$ cat src/rtl/cache_pkg.sv
`default_nettype none
// ============================================================================
// Module      : cache_pkg
// Description : Shared types and default latencies for the cache access
//               completion controller.
// Revision    : 1.0 - initial release
// ============================================================================
package cache_pkg;

  // Controller phases; IDLE and DONE are the only states that accept requests
  typedef enum logic [2:0] {
    IDLE     = 3'd0,
    HIT_WAIT = 3'd1,
    WB       = 3'd2,
    FILL     = 3'd3,
    DONE     = 3'd4
  } done_state_t;

  localparam int DEF_HIT_CYCLES  = 2;
  localparam int DEF_MISS_CYCLES = 3;
  localparam int DEF_WB_CYCLES   = 2;
  localparam int DEF_STAT_W      = 16;

  // Largest of three latencies, used to size the shared down-counter
  function automatic int max3(input int a, input int b, input int c);
    int m;
    m = a;
    if (b > m) m = b;
    if (c > m) m = c;
    return m;
  endfunction

endpackage
`default_nettype wire

$ cat src/rtl/cache_done_ctrl_component_down_counter.sv
`default_nettype none
// ============================================================================
// Module      : component_down_counter
// Description : Loadable down-counter with zero flag. Load has priority over
//               decrement; decrementing at zero is never requested by the
//               controller, so no underflow guard is needed.
// Revision    : 1.0 - initial release
// ============================================================================
module component_down_counter #(
  parameter int WIDTH = 2
) (
  input  logic             clk,
  input  logic             rst_n,
  input  logic             load,
  input  logic [WIDTH-1:0] load_val,
  input  logic             dec,
  output logic             zero
);

  logic [WIDTH-1:0] cnt;

  // Count register: load wins over decrement
  always_ff @(posedge clk or negedge rst_n) begin
    if (!rst_n) begin
      cnt <= '0;
    end else if (load) begin
      cnt <= load_val;
    end else if (dec) begin
      cnt <= cnt - 1'b1;
    end
  end

  assign zero = (cnt == '0);

endmodule
`default_nettype wire

$ cat src/rtl/cache_done_ctrl.sv
`default_nettype none
// ============================================================================
// Module      : cache_done_ctrl
// Description : Cache access completion controller. Accepts one request at a
//               time, classifies it as hit / clean miss / dirty miss, times
//               the access phases with a shared down-counter, and produces a
//               one-cycle done pulse plus saturating hit/miss statistics.
// Revision    : 1.0 - initial release
// ============================================================================
module cache_done_ctrl
  import cache_pkg::*;
#(
  parameter int HIT_CYCLES  = DEF_HIT_CYCLES,
  parameter int MISS_CYCLES = DEF_MISS_CYCLES,
  parameter int WB_CYCLES   = DEF_WB_CYCLES,
  parameter int STAT_W      = DEF_STAT_W
) (
  input  logic              clk,
  input  logic              rst_n,
  input  logic              re,
  input  logic              we,
  input  logic              hit,
  input  logic              dirty,
  input  logic              stat_clr,
  output logic              busy,
  output logic              done,
  output logic              done_write,
  output logic              wb_active,
  output logic              fill_active,
  output logic              err,
  output logic [STAT_W-1:0] hit_cnt,
  output logic [STAT_W-1:0] miss_cnt
);

  localparam int CNT_W = $clog2(max3(HIT_CYCLES, MISS_CYCLES, WB_CYCLES) + 1);

  // Counter preload values: a phase of N edges starts at N-1 and ends on zero
  localparam logic [CNT_W-1:0] HIT_LOAD  = CNT_W'(HIT_CYCLES - 1);
  localparam logic [CNT_W-1:0] MISS_LOAD = CNT_W'(MISS_CYCLES - 1);
  localparam logic [CNT_W-1:0] WB_LOAD   = CNT_W'(WB_CYCLES - 1);

  done_state_t      state;
  done_state_t      next_state;
  logic             cnt_load;
  logic [CNT_W-1:0] cnt_load_val;
  logic             cnt_dec;
  logic             cnt_zero;
  logic             accept;
  logic             op_write;

  // A request is taken only while not busy; DONE accepts for back-to-back use
  assign accept = ((state == IDLE) || (state == DONE)) && (re || we);

  component_down_counter #(
    .WIDTH (CNT_W)
  ) u_down_counter (
    .clk      (clk),
    .rst_n    (rst_n),
    .load     (cnt_load),
    .load_val (cnt_load_val),
    .dec      (cnt_dec),
    .zero     (cnt_zero)
  );

  // Next-state and counter control; one counter is reused across all phases
  always_comb begin
    next_state   = state;
    cnt_load     = 1'b0;
    cnt_load_val = '0;
    cnt_dec      = 1'b0;
    case (state)
      IDLE, DONE: begin
        if (accept) begin
          cnt_load = 1'b1;
          if (hit) begin
            next_state   = HIT_WAIT;
            cnt_load_val = HIT_LOAD;
          end else if (dirty) begin
            next_state   = WB;
            cnt_load_val = WB_LOAD;
          end else begin
            next_state   = FILL;
            cnt_load_val = MISS_LOAD;
          end
        end else begin
          next_state = IDLE;
        end
      end
      HIT_WAIT, FILL: begin
        if (cnt_zero) begin
          next_state = DONE;
        end else begin
          cnt_dec = 1'b1;
        end
      end
      WB: begin
        if (cnt_zero) begin
          next_state   = FILL;
          cnt_load     = 1'b1;
          cnt_load_val = MISS_LOAD;
        end else begin
          cnt_dec = 1'b1;
        end
      end
      default: next_state = IDLE;
    endcase
  end

  // State register
  always_ff @(posedge clk or negedge rst_n) begin
    if (!rst_n) begin
      state <= IDLE;
    end else begin
      state <= next_state;
    end
  end

  // Operation type and conflict flag captured at accept; a re+we conflict
  // completes as a read
  always_ff @(posedge clk or negedge rst_n) begin
    if (!rst_n) begin
      op_write <= 1'b0;
      err      <= 1'b0;
    end else begin
      err <= accept && re && we;
      if (accept) begin
        op_write <= we && !re;
      end
    end
  end

  // Hit statistic: saturating, clear has priority over a same-cycle increment
  always_ff @(posedge clk or negedge rst_n) begin
    if (!rst_n) begin
      hit_cnt <= '0;
    end else if (stat_clr) begin
      hit_cnt <= '0;
    end else if (accept && hit && (hit_cnt != '1)) begin
      hit_cnt <= hit_cnt + 1'b1;
    end
  end

  // Miss statistic: saturating, clear has priority over a same-cycle increment
  always_ff @(posedge clk or negedge rst_n) begin
    if (!rst_n) begin
      miss_cnt <= '0;
    end else if (stat_clr) begin
      miss_cnt <= '0;
    end else if (accept && !hit && (miss_cnt != '1)) begin
      miss_cnt <= miss_cnt + 1'b1;
    end
  end

  assign busy        = (state == HIT_WAIT) || (state == WB) || (state == FILL);
  assign done        = (state == DONE);
  assign done_write  = (state == DONE) && op_write;
  assign wb_active   = (state == WB);
  assign fill_active = (state == FILL);

endmodule
`default_nettype wire

$ cat config.mk
export PLATFORM = sky130hd
export DESIGN_NAME = cache_done_ctrl
export DESIGN_NICKNAME = d
export VERILOG_FILES = /design/src/rtl/cache_pkg.sv /design/src/rtl/cache_done_ctrl_component_down_counter.sv /design/src/rtl/cache_done_ctrl.sv
export SDC_FILE = /design/constraint.sdc
export NUM_CORES = 1
export LEC_CHECK = 0
export CELL_PAD_IN_SITES_DETAIL_PLACEMENT = 1
export CELL_PAD_IN_SITES_GLOBAL_PLACEMENT = 1
export CORE_MARGIN = 2
export CORE_UTILIZATION = 35
export DETAILED_ROUTE_END_ITERATION = 12
export GPL_ROUTABILITY_DRIVEN = 0
export PLACE_DENSITY = 0.73
export SYNTH_ARGS = -nofsm -noshare
export SYNTH_HDL_FRONTEND = slang
export SYNTH_HIERARCHICAL = 1
export SYNTH_SLANG_ARGS = --single-unit
$ cat constraint.sdc
create_clock -name clk -period 1.75 [get_ports clk]
set_clock_uncertainty 0.05 [all_clocks]
set_input_delay 0.35 -clock clk [delete_from_list [all_inputs] [get_ports clk]]
set_output_delay 0.35 -clock clk [all_outputs]
set_load 0.01 [all_outputs]
== Word level (Yosys, flattened, before mapping) ==
Cells that the tools add are included.
Storage, ports and cells
  register bits after elaboration: 39
  bits of input ports: 7
  word-level logic and storage cells: 63
Cells by class
  equal/unequal tests: 8
  muxes and demuxes: 22
  reductions and logical operators: 24
  add/sub/neg operators: 3
Operators with widths (count)
  $mux W16: 4
  $add A16 B1 Y16 const B: 2
  $ne A16 B16 Y1 const B: 2
  $mux W2: 7
  $logic_and A1 B1 Y1: 9
  $mux W3: 3
  $pmux W3 S3: 1
  $eq A3 B2 Y1 const B: 2
  $reduce_bool A2 Y1: 3
  $mux W1: 5
  $logic_or A1 B1 Y1: 4
  $pmux W2 S2: 1
  $reduce_or A2 Y1: 2
  $eq A3 B1 Y1 const B: 1
  $eq A3 B3 Y1 const B: 1
  $logic_not A3 Y1: 1
  $reduce_or A3 Y1: 1
  $logic_not A1 Y1: 2
  $logic_not A2 Y1: 1
  $ne A2 B1 Y1 const B: 1
  $ne A2 B2 Y1 const B: 1
  $pmux W1 S2: 1
  $reduce_and A2 Y1: 1
  $sub A2 B1 Y2 const B: 1

== Depth between registers and ports, before layout ==
  word-level depth: 7
  mapped depth: 7
  depth with buffers taken out: 7

== Cells and area by module ==
Netlist, hierarchy kept.
Modules (own cells, without submodules)
  cache_done_ctrl: area an instance 2048.2 µm², seq. area each 925.9 µm², instances 1, cells an instance 214
  component_down_counter: area an instance 116.4 µm², seq. area each 50.0 µm², instances 1, cells an instance 12

== Worst setup path after synthesis ==
OpenSTA, ideal clock, no wires.
  path type: register -> register
  from: register miss_cnt[0]
  to: register miss_cnt[13]
  data required time: 1623 ps
  clock period less this slack: 1830 ps
  arrival time: 1702 ps
  stages on the path, launching flop included: 7
  setup slack: -80 ps
  path through: dfrtp_1 > ha_1 > nand3_1 > nor4_2 > or3_4 > or3_1 > a21oi_1
Between the ends
  word-level cells in the longest chain between the ends: 3
  elaborated cells on any way between the ends: 6
  classes of those cells: 1 x add/sub; 1 x eq/ne; 2 x mux; 2 x reduce/logical
Ends and longest elaborated chain
  start: declaration: line cache_done_ctrl.sv:32  | output logic [STAT_W-1:0] miss_cnt
  start signal: assignment: line cache_done_ctrl.sv:150  | miss_cnt <= miss_cnt + 1'b1;
  $add A16 B1 Y16 / $ne A16 B16 Y1 (equally long branches): line cache_done_ctrl.sv:150, cache_done_ctrl.sv:149
  $mux W16 / $logic_and A1 B1 Y1 (equally long branches): line cache_done_ctrl.sv:149  | end else if (accept && !hit && (miss_cnt != '1)) begin
  $mux W16 / $reduce_bool A2 Y1 (equally long branches)
Parallel ways exist; a longest one is shown, timed or not. The select of a mux whose other input is x is not followed.
A chain may end at the register's enable or synchronous reset.

== Final worst setup path ==
  from: register hit_cnt[1]
  to: register hit_cnt[11]
Between the ends
  word-level cells in the longest chain between the ends: 3
  elaborated cells on any way between the ends: 6
  classes of those cells: 1 x add/sub; 1 x eq/ne; 2 x mux; 2 x reduce/logical
Ends and longest elaborated chain
  start: declaration: line cache_done_ctrl.sv:31  | output logic [STAT_W-1:0] hit_cnt,
  start signal: assignment: line cache_done_ctrl.sv:139  | hit_cnt <= hit_cnt + 1'b1;
  $add A16 B1 Y16 / $ne A16 B16 Y1 (equally long branches): line cache_done_ctrl.sv:139, cache_done_ctrl.sv:138
  $mux W16 / $logic_and A1 B1 Y1 (equally long branches): line cache_done_ctrl.sv:138  | end else if (accept && hit && (hit_cnt != '1)) begin
  $mux W16 / $reduce_bool A2 Y1 (equally long branches)
Parallel ways exist; a longest one is shown, timed or not. The select of a mux whose other input is x is not followed.

==> flow_summary_export.csv <==
group,metric,value,unit
route,postRouteAntennaNets,0,
timing,slew_headroom,65.0,%
final_layout,finalNetCount,347,
hold_path,hold_class,"in2reg",
global_route,grt-ovfl-total,0,
route,drtPass1Iterations,4,
final_layout,num_antenna_cells,0,
final_layout,n_fill_cell,673,
final_layout,stdcell_count,412,
logic_synthesis,synth_mux_area_share,0.462,%
die,die_h,82.6,um
route,routedWlPerCell,17.7,um
logic_synthesis,ys_seq_elements,39,
clocking,htreeDepth,2,
timing,tightest_slew,0.523,ns
logic_synthesis,synth_compound_area_share,3.53,%
global_route,grt_pass1_wl,10200,um
final_layout,multi_input_area,1390,um2
job,drv_cap,0,
outcome,violations,"negative setup slack",
logic_synthesis,synth.yosys.seq_area_share,45.1,%
power_and_ir_drop,power.density,787,nW/um2
timing,slew_viol_final,0,
logic_synthesis,synth_cells,226,
die,io_pins,45,
placement,dp_cells,387,
route,num_vias,2178,
critical_path,worstPathMaxFanout,4,
logic_synthesis,synth_fp_nets,236,
logic_synthesis,ys.warnings.count,6,
critical_path,cp-start-kind,"flip-flop",
die,rows,28,
route,drt-initial-drc-count,119,
final_layout,drive_gt1_share,36.5,%
timing,fin_crit,1.83,ns
critical_path,endpoint_kind,"flip-flop",
clocking,clock_sinks,39,
logic_synthesis,synth.avg_cell_area,9.58,um2
final_layout,fin_area,3560,um2
logic_synthesis,synthesis.area,2160,um2
timing,fin_tns_setup,-0.0889,ns
logic_synthesis,synthArstFlopShare,100,%
global_route,grt_pass1_vias,2201,
global_route,grt_max_degree,33,
route,via_per_inst,5.29,
critical_path,worstSetupPathType,"reg2reg",
logic_synthesis,synth-edff-count,0,
power_and_ir_drop,p_leak,1.70,nW
placement,dpl-instance-area,3040,um2
die,coreArea,5960,um2
clocking,clockBufferDepth,2,
timing,fin_ws,-0.0754,ns
timing,setup_viol_count_final,2,
timing,fin_crit_sh,104,%
logic_synthesis,synth_top_family_by_area,"simple AND/OR/NAND/NOR gates",
die,die_w,82.6,um
logic_synthesis,yosys.area_share.simple,34.6,%
timing,rsz0062_at_grt,"true",
timing,timing.final.hold_violations,0,
global_route,antenna_found_initial,0,
critical_path,arrival,1.99,ns
timing,fmax,548,MHz
logic_synthesis,synthAdderAreaFrac,1.73,%
route,drc,0,
die,dieArea,6830,um2
global_route,grt_use_total,19.5,%
clocking,root_buffer,"clkbuf_8",
logic_synthesis,synth_ff_type,"dfrtp_1",
clocking,clkLatencyLatePin,0.30,ns
power_and_ir_drop,vdd_drop_max,0.596,mV
clocking,cts.clk_slew.worst_paths,0.08,ns
final_layout,seq_area,986,um2
outcome,status,"complete, but fails checks",
logic_synthesis,synth-xor-area-share,12.1,%
die,start_util,36.3,%
logic_synthesis,synth_cell_types,40,
critical_path,required,1.91,ns
route,totalWireLength,7290,um
final_layout,syn_to_final_growth,64.6,%
clocking,cts_buffers,5,
placement,io_buffers,44,
placement,dp_hpwl,4480,um
clocking,tritoncts,"built",
-- per-stage QoR --
stage | hold slack (ns) | worst slack, ns | power (mW) | utilization, %
5_1_grt | 0.346 | -0.131 | 2.98 | 59.8
6_report | 0.331 | -0.0754 | 2.80 | 59.8
4_1_cts | 0.466 | -0.00569 | 2.79 | 54.3
3_5_place_dp | 0.257 | -0.441 | 2.07 | 51.1
2_1_floorplan | 0.00441 | -0.0101 | 1.57 | -
3_3_place_gp | 0.245 | -0.380 | 2.02 | 51.1
-- cell families after synthesis --
family,count (synthesis)
compound gates,14
buf+inv,12
xor+xnor,30
fa+ha+maj,3
mux,1
simple gates,127
flops,39
-- power breakdown --
group / switching (mW) / internal [mW]
Clock: 0.330 / 0.418
Sequential: 0.0650 / 0.994
Combinational: 0.502 / 0.493
Total: 0.897 / 1.90
-- registers in the layout, summed over array words and instances (netlist names) --
signal	count
hit_cnt	16
u_down_counter/cnt	2
miss_cnt	16
state	3
op_write	1
err	1
-- synth_stat cells (3+ instances only) --
master	instances	share of area, %
a21oi_1	5	1.2
and3_1	4	1.2
and4_1	3	1.2
clkbuf_1	4	0.69
dfrtp_1	39	45
ha_1	3	1.7
inv_1	6	1.0
nand2_1	13	2.3
nand3_1	12	2.8
nand4_1	5	1.4
nor2_1	38	6.6
nor2b_1	4	1.2
nor3_1	12	2.8
nor4_1	14	4.0
o21ai_0	6	1.4
xnor2_1	30	12
-- critical path, cell delays in order, from the launching register on --
cell,delay [ns]
dfrtp_1,0.40
ha_4,0.15
nand4_1,0.17
buf_6,0.19
nor3_4,0.24
buf_4,0.17
nor4_4,0.04
xnor2_1,0.14
nor2_1,0.19
-- per-layer routing --
metal	up-vias	share of wire, %	track usage [%]
met5	-	0	0
met4	0	2.5	5.08
met3	17	3.6	4.46
met2	43	52	34.7
met1	1107	42	23.6
li1	1011	-	-
-- cells in the final DEF, fill, tap and decap left out, drive strengths merged, types with 3 or more instances in the layout --
master	n
nand4	7
and3	4
nand3	13
clkbuf	9
nor4	16
nor2	39
nor3	12
xnor2	30
buf	67
dlygate4sd2	5
and4	4
inv	6
ha	3
dfrtp	39
nand2	13
a21oi	5
clkdlybuf4s50	20
nor2b	4
o21ai	6
dlymetal6s2s	14
-- worst paths after layout --
path / startpoint / to / slack (ns) / cells after the start
max: hit_cnt[1]$_DFFE_PN0P_ / hit_cnt[11]$_DFFE_PN0P_ / -0.08 / 8
max in group asynchronous: rst_n / miss_cnt[8]$_DFFE_PN0P_ / 0.63 / 3
min in group asynchronous: rst_n / hit_cnt[6]$_DFFE_PN0P_ / 0.46 / 2
min: re / op_write$_DFFE_PN0P_ / 0.33 / 3
min reg2reg: op_write$_DFFE_PN0P_ / op_write$_DFFE_PN0P_ / 0.53 / 2
max reg2reg: hit_cnt[1]$_DFFE_PN0P_ / hit_cnt[11]$_DFFE_PN0P_ / -0.08 / 8
-- timing repair --
item / CTS / global route
hold buffers: 1 / 0
endpoints found under the setup margin: 37 / 52
gates cloned: 0 / 1
endpoints found under the hold margin: 15 / 0
setup buffers: 3 / 13
resized for setup: 28 / 57
pin swaps: 5 / 12
-- final cells by class --
type / instances / area share [%]
clock inverters: 1 / 0.843
well taps: 75 / 2.63
flip-flops and latches: 39 / 27.7
clock buffers: 6 / 2.04
multi-input cells: 175 / 38.9
inverters: 6 / 0.632
repair buffers: 110 / 27.3
Power figures use the tool's default switching activity.
